$ cat config.mk
export PLATFORM = sky130hd
export DESIGN_NAME = systolic_mac_pe
export DESIGN_NICKNAME = d
export VERILOG_FILES = /design/src/rtl/systolic_mac_pe.sv
export SDC_FILE = /design/constraint.sdc
export NUM_CORES = 2
export LEC_CHECK = 0
export CORE_UTILIZATION = 50
export CTS_CLUSTER_DIAMETER = 120
export DETAILED_ROUTE_END_ITERATION = 8
export GPL_ROUTABILITY_DRIVEN = 0
export PLACE_DENSITY = 0.65
export SYNTH_ARGS = -nofsm -noshare
export SYNTH_HDL_FRONTEND = slang
export SYNTH_SLANG_ARGS = --single-unit
$ cat constraint.sdc
create_clock -name i_clk -period 16.9 [get_ports i_clk]
set_clock_uncertainty 0.1 [all_clocks]
set_input_delay 4.225 -clock i_clk [delete_from_list [all_inputs] [get_ports i_clk]]
set_output_delay 4.225 -clock i_clk [all_outputs]
set_load 0.02 [all_outputs]
$ cat src/rtl/systolic_mac_pe.sv
// Output-stationary systolic MAC processing element: forwards A east and B south,
// accumulates A*B locally, and unloads results through a per-row drain chain.
//
// state   | meaning
// S_IDLE  | accumulator holds 0, waiting for the first operand pair or drain
// S_ACC   | accumulating products of the current tile
// S_DRAIN | own result emitted, passing upstream results downstream
module systolic_mac_pe #(
  parameter int DATA_W = 32,
  parameter int ACC_W  = 64,
  parameter int SIGNED = 1,
  parameter int SAT    = 1
) (
  input  logic              i_clk,
  input  logic              i_rst,
  input  logic [DATA_W-1:0] i_a_in,
  input  logic              i_a_valid_in,
  input  logic [DATA_W-1:0] i_b_in,
  input  logic              i_b_valid_in,
  input  logic              i_clear,
  input  logic              i_drain,
  input  logic [ACC_W-1:0]  i_c_in,
  input  logic              i_c_valid_in,
  output logic [DATA_W-1:0] o_a_out,
  output logic              o_a_valid_out,
  output logic [DATA_W-1:0] o_b_out,
  output logic              o_b_valid_out,
  output logic [ACC_W-1:0]  o_c_out,
  output logic              o_c_valid_out,
  output logic              o_sat_flag,
  output logic              o_mac_err
);

  typedef enum logic [1:0] {S_IDLE, S_ACC, S_DRAIN} state_t;

  localparam int   EXT_W     = ACC_W + 1;
  localparam int   PAD_W     = EXT_W - 2*DATA_W;
  localparam logic IS_SIGNED = (SIGNED != 0);
  localparam logic DO_SAT    = (SAT != 0);

  state_t              r_state;
  logic [ACC_W-1:0]    r_acc;
  logic [DATA_W-1:0]   r_a_out, r_b_out;
  logic                r_a_valid, r_b_valid;
  logic [ACC_W-1:0]    r_c_out;
  logic                r_c_valid, r_sat, r_mac_err;

  logic [2*DATA_W-1:0] w_a_x, w_b_x, w_prod;
  logic [EXT_W-1:0]    w_prod_x, w_acc_x, w_sum;
  logic [ACC_W-1:0]    w_acc_next;
  logic                w_ovf, w_mac_fire;

  // Operands are pre-extended so one multiplier serves both signed and unsigned modes.
  assign w_a_x    = {{DATA_W{i_a_in[DATA_W-1] & IS_SIGNED}}, i_a_in};
  assign w_b_x    = {{DATA_W{i_b_in[DATA_W-1] & IS_SIGNED}}, i_b_in};
  assign w_prod   = w_a_x * w_b_x;
  assign w_prod_x = {{PAD_W{w_prod[2*DATA_W-1] & IS_SIGNED}}, w_prod};
  assign w_acc_x  = {r_acc[ACC_W-1] & IS_SIGNED, r_acc};
  assign w_sum    = w_acc_x + w_prod_x;

  assign w_mac_fire = i_a_valid_in & i_b_valid_in & (r_state != S_DRAIN);

  always_comb begin
    w_ovf      = IS_SIGNED ? (w_sum[ACC_W] ^ w_sum[ACC_W-1]) : w_sum[ACC_W];
    w_acc_next = w_sum[ACC_W-1:0];
    if (w_ovf && DO_SAT) begin
      if (!IS_SIGNED)
        w_acc_next = '1;
      else if (w_sum[ACC_W])
        w_acc_next = {1'b1, {(ACC_W-1){1'b0}}};
      else
        w_acc_next = {1'b0, {(ACC_W-1){1'b1}}};
    end
  end

  always_ff @(posedge i_clk) begin
    if (i_rst) begin
      r_state   <= S_IDLE;
      r_acc     <= '0;
      r_a_out   <= '0;
      r_a_valid <= 1'b0;
      r_b_out   <= '0;
      r_b_valid <= 1'b0;
      r_c_out   <= '0;
      r_c_valid <= 1'b0;
      r_sat     <= 1'b0;
      r_mac_err <= 1'b0;
    end else begin
      r_a_out   <= i_a_in;
      r_a_valid <= i_a_valid_in;
      r_b_out   <= i_b_in;
      r_b_valid <= i_b_valid_in;
      if (r_state == S_DRAIN) begin
        if (i_drain) begin
          r_c_out   <= i_c_in;
          r_c_valid <= i_c_valid_in;
        end else begin
          r_c_valid <= 1'b0;
          r_state   <= S_IDLE;
        end
        if (i_a_valid_in && i_b_valid_in)
          r_mac_err <= 1'b1;
      end else if (i_drain) begin
        // Drain entry takes priority over clear and any operand pair.
        r_c_out   <= r_acc;
        r_c_valid <= 1'b1;
        r_acc     <= '0;
        r_sat     <= 1'b0;
        r_state   <= S_DRAIN;
      end else begin
        r_c_valid <= 1'b0;
        if (i_clear) begin
          r_sat <= 1'b0;
          if (w_mac_fire) begin
            r_acc   <= w_prod_x[ACC_W-1:0];
            r_state <= S_ACC;
          end else begin
            r_acc   <= '0;
            r_state <= S_IDLE;
          end
        end else if (w_mac_fire) begin
          r_acc   <= w_acc_next;
          r_sat   <= r_sat | w_ovf;
          r_state <= S_ACC;
        end
      end
    end
  end

  assign o_a_out       = r_a_out;
  assign o_a_valid_out = r_a_valid;
  assign o_b_out       = r_b_out;
  assign o_b_valid_out = r_b_valid;
  assign o_c_out       = r_c_out;
  assign o_c_valid_out = r_c_valid;
  assign o_sat_flag    = r_sat;
  assign o_mac_err     = r_mac_err;

endmodule

Word-level counts from Yosys, hierarchy flattened
Cells that the tools add are included.
W data, S select, Z words.

operators by class
  $add $sub $neg = 1
  $mul = 1
  div/mod/pow operators = 0
  $lt $le $gt $ge = 0
  equal/unequal tests = 3
  shifts and indexed selects = 0
  mux-type cells = 21
  bitwise operators = 5
  reductions and logical operators = 6

operators by type and width
  kind                  count
  $mux W64              9
  $add A64 B64 Y65      1
  $mul A32 B32 Y64      1
  $mux W2               5
  $mux W1               7
  $reduce_and A2 Y1     3
  $ne A2 B2 Y1 const B  2
  $reduce_bool A4 Y1    1
  $reduce_bool A3 Y1    1
  $and A1 B1 Y1         2
  $eq A2 B2 Y1 const B  1
  $logic_and A1 B1 Y1   1
  $not A1 Y1            1
  $or A1 B1 Y1          1
  $xor A1 B1 Y1         1

storage, ports and cells
  bits in registers = 199
  bits in latches = 0
  RAM bits = 0
  memory bits (read-only) = 0
  bits of input ports = 135
  output and inout bits = 133
  word-level logic and storage cells = 47
  memories = 0

Depth between registers and ports, before layout
  depth after elaboration = 7
  mapped depth = 40
  gate-level depth less buffers = 36

Least setup slack after synthesis
Ideal clock, no wire load.

  path kind = input port to flip-flop
  from = in i_b_in[5]
  to = reg r_acc[10]
  arrival = 14.224 ns
  data required time = 16.713 ns
  path slack = 2.489 ns
  cell stages on the path = 36
  cell sequence = clkbuf_1 > nand2_1 > inv_1 > fa_1 > fa_1 > inv_1 > fa_1 > inv_1 > fa_1 > inv_1 > fa_1 > inv_1 > fa_1 > inv_1 > fa_1 > inv_1 > fa_1 > ha_1 > a21o_1 > a21o_1 > a221oi_1 > or3b_4 > o41a_1 > or3_1 > and2_1 > ha_1 > clkbuf_1 > nand4_1 > nor3_1 > and2_1 > a21bo_2 > and4_1 > nor4_4 > nand2_1 > buf_2 > o31ai_1

on the way
  word-level cells in the longest chain between the ends = 7
  elaborated cells between the ends (all ways) = 9
  those cells by class = 1 x add/sub; 1 x mul; 6 x mux; 1 x bitwise

ends and longest elaborated chain
  item                                              line    source
  from (decl)                                       18      input logic [DATA_W-1:0] i_b_in,
  $mul A32 B32 Y64 *                                56      assign w_prod = w_a_x * w_b_x;
  $add A64 B64 Y65                                  59      assign w_sum = w_acc_x + w_prod_x;
  $mux W64 / $xor A1 B1 Y1 (equally long branches)  69, 64
  $mux W64                                          66      if (w_ovf && DO_SAT) begin
  $mux W64                                          121     end else if (w_mac_fire) begin
  $mux W64 *                                        112     if (i_clear) begin
  $mux W64 *                                        103     end else if (i_drain) begin
  to (signal assigned)                              115     r_acc <= w_prod_x[ACC_W-1:0];
  to (signal assigned)                              122     r_acc <= w_acc_next;
  to (decl)                                         42      logic [ACC_W-1:0] r_acc;

Mark *: on every way between the ends. The rest lies on a longest branch, timed or not. The select of a mux whose other input is x is not followed.
A chain may end at the register's enable or synchronous reset.

Worst setup path in the final report
  from = in i_a_in[31]
  to = reg r_acc[35]

on the way
  word-level cells in the longest chain between the ends = 7
  elaborated cells between the ends (all ways) = 9
  those cells by class = 1 x add/sub; 1 x mul; 6 x mux; 1 x bitwise

ends and longest elaborated chain
  item                                              line    source
  from (decl)                                       16      input logic [DATA_W-1:0] i_a_in,
  $mul A32 B32 Y64 *                                56
  $add A64 B64 Y65                                  59
  $mux W64 / $xor A1 B1 Y1 (equally long branches)  69, 64
  $mux W64                                          66
  $mux W64                                          121
  $mux W64 *                                        112
  $mux W64 *                                        103

Marks and branches as above.

==> reports/metrics.yaml <==
report.final.slew_viol_count: 0
cts_max_level: 4
end_kind: "flop"
ys_ff_latch: 199
post_cts_resized: 0
coreArea_um2: 95000
syn-cell-area_um2: 47900
yosysTopAreaCell: "fa_1"
syn-num-nets: 6863
areaGrowthSynthToFinish_pct: 9.37
syn_inst: 5395
cts_tree: "yes"
antenna_found_initial: 2
clock_path_buffers: 2
crit_required_ps: 17240
routed_wl_mm: 134
worst_pin_slew_ps: 1310
worstSetupStartpointType: "primary input"
regToRegStartpoint: "r_acc[0]$_SDFFE_PP0P_"
final_nets: 6938
grt_max_degree: 78
portBuffers: 267
final.setup.tns_ps: 0
io_pins: 268
cts-root-buf: "clkbuf_16"
die_w_um: 312
place_ws_ps: 610
outcome: "finished clean"
drive_above_1_share: 0.0325
period_minus_slack_ps: 15910
crit_top_cell: "fa_1"
post-synth-top-count-cell: "fa_1"
drv_cap: 0
endpoint: "r_acc[35]$_SDFFE_PP0P_"
synth-edff-count: 0
grt_pass1_wl_mm: 219
r2r_setup_slack_ps: 12660
drtIter0Drc: 2248
num_vias: 37200
clk_pin_slew_worst_paths_ps: 90
crit_path_start: "i_a_in[31]"
holdBufCountCts: 0
critPathMaxFanout: 19
num_rows: 113
fp.dieH_um: 312
overflow: 0
rr_worst_depth: 14
hpwlAfterDp_mm: 112
start_util: 0.504
ys_async_sr_fraction: 0
yosys_warnings: 0
synth_cell_types: 85
hold_path.class: "flop to flop"
holdWs_ps: 384
arrival_ps: 16250
fillers: 8805
drc: 0
synth_top_area_share: 0.452
first_pass_iters: 5
crit_type: "primary input to flop"
hold_viol: 0
rsz0062_at_grt: "false"
slew_headroom: 0.124
postSynthAreaPerCell_um2: 8.88
cts_sinks: 199
synth_ff_type: "dfxtp_1"
synth_commonest_cells: "1083 x fa_1, 974 x inv_1, 808 x nand2_1"
final_antenna_net_count: 0
synth_area_leaders: "fa_1 45%, dfxtp_1 8.3%, inv_1 7.6%"
clk_latency_ps: 530
numCtsBuffers: 17
synth_seq_area_share: 0.0831
cp_slowest_cell: "fa_1"
fmax_mhz: 62.9
max_stage_delay_ps: 820
viasPerCell: 5.51
timing.rr.end: "r_acc[35]$_SDFFE_PP0P_"
grt_use_total: 0.288
setup_violations: 0
postCtsSetupBuffers: 0
wire_per_inst_um: 19.9
post-route-period-util: 0.941
grt_pass1_vias: 39500
post-route-util: 0.552
die_area_um2: 97100
fin_ws_ps: 993
## layer usage
metal | routed length [um] | global-route usage | vias to the layer above
met4 | 5330 | 0.106 | 0
li1 | - | - | 16700
met5 | 0 | 0 | -
met1 | 54900 | 0.378 | 19100
met3 | 6990 | 0.0345 | 247
met2 | 67100 | 0.491 | 1156
## flip-flops by register name (all words and copies together), names as in the netlist
| name | count |
|---|---|
| r_state | 2 |
| o_c_out | 64 |
| o_sat_flag | 1 |
| o_a_out | 32 |
| o_mac_err | 1 |
| o_c_valid_out | 1 |
| o_b_valid_out | 1 |
| r_acc | 64 |
| o_a_valid_out | 1 |
| o_b_out | 32 |
## critical path: cells and delay by family
family          cells  cell delay (ps)
simple gates        7             2560
fa+ha+maj          10             5320
compound gates      8             2220
buf+inv             8             1720
xor+xnor            1              160
## stage by stage
step	std cells	cell area (um2)
6_report	6750	52400
5_1_grt	6748	52400
4_1_cts	6748	52400
3_5_place_dp	6716	51800
3_3_place_gp	6716	51800
2_1_floorplan	5395	47900
## placed cells by master, fill, tap and decap left out, types with 17 or more instances in the layout
cell	count
fa_1	1083
inv_1	974
nand2_1	808
and2_1	496
clkdlybuf4s50_1	264
ha_1	250
dfxtp_1	199
nor2_1	197
a21oi_1	159
buf_4	112
o21ai_0	94
xnor2_1	80
nor2b_1	79
a21o_1	76
a311oi_1	70
nand3_1	45
xor2_1	41
nand4_1	37
nor3_1	30
a22oi_1	24
o21a_1	23
o21ai_1	23
o21bai_1	23
nand2b_1	22
o211ai_1	18
a31oi_1	18
clkbuf_16	17
## cell families (layout without fill, tap and decap cells)
| kind of cell | count (synthesis) | after routing | synth area share |
|---|---|---|---|
| simple gates | 1771 | 1771 | 0.178 |
| fa+ha+maj | 1333 | 1333 | 0.518 |
| buf+inv | 1297 | 1385 | 0.102 |
| compound gates | 668 | 668 | 0.0960 |
| flops | 199 | 199 | 0.0831 |
| xor+xnor | 121 | 121 | 0.0221 |
| mux | 6 | 6 | 0.00133 |
| other cells | 0 | 2 | 0 |
## area by class of cell
| type | instances | area, um2 | share of cell area |
|---|---|---|---|
| inverters | 975 | 3660 | 0.0698 |
| repair buffers | 378 | 3500 | 0.0668 |
| clock buffers | 18 | 439 | 0.00838 |
| flip-flops and latches | 199 | 3980 | 0.0760 |
| diodes | 2 | 5.00 | 0.0000955 |
| well taps | 1265 | 1580 | 0.0302 |
| clock inverters | 14 | 174 | 0.00332 |
| multi-input cells | 3899 | 39100 | 0.745 |
## worst min-delay path by stage
stage | from | cells after the start | endpoint
6_report | o_c_out[34]$_SDFFE_PP0P_ | 2 | o_c_out[34]$_SDFFE_PP0P_
5_1_grt | r_acc[58]$_SDFFE_PP0P_ | 2 | r_acc[58]$_SDFFE_PP0P_
4_1_cts | r_acc[10]$_SDFFE_PP0P_ | 2 | r_acc[10]$_SDFFE_PP0P_
3_5_place_dp | o_mac_err$_SDFFE_PP0P_ | 2 | o_mac_err$_SDFFE_PP0P_
3_3_place_gp | o_mac_err$_SDFFE_PP0P_ | 2 | o_mac_err$_SDFFE_PP0P_
2_1_floorplan | r_acc[18]$_SDFFE_PP0P_ | 2 | r_acc[18]$_SDFFE_PP0P_
Power is not shown: default switching activity piles up to over one toggle a cycle in this logic, so the estimate is an artifact.
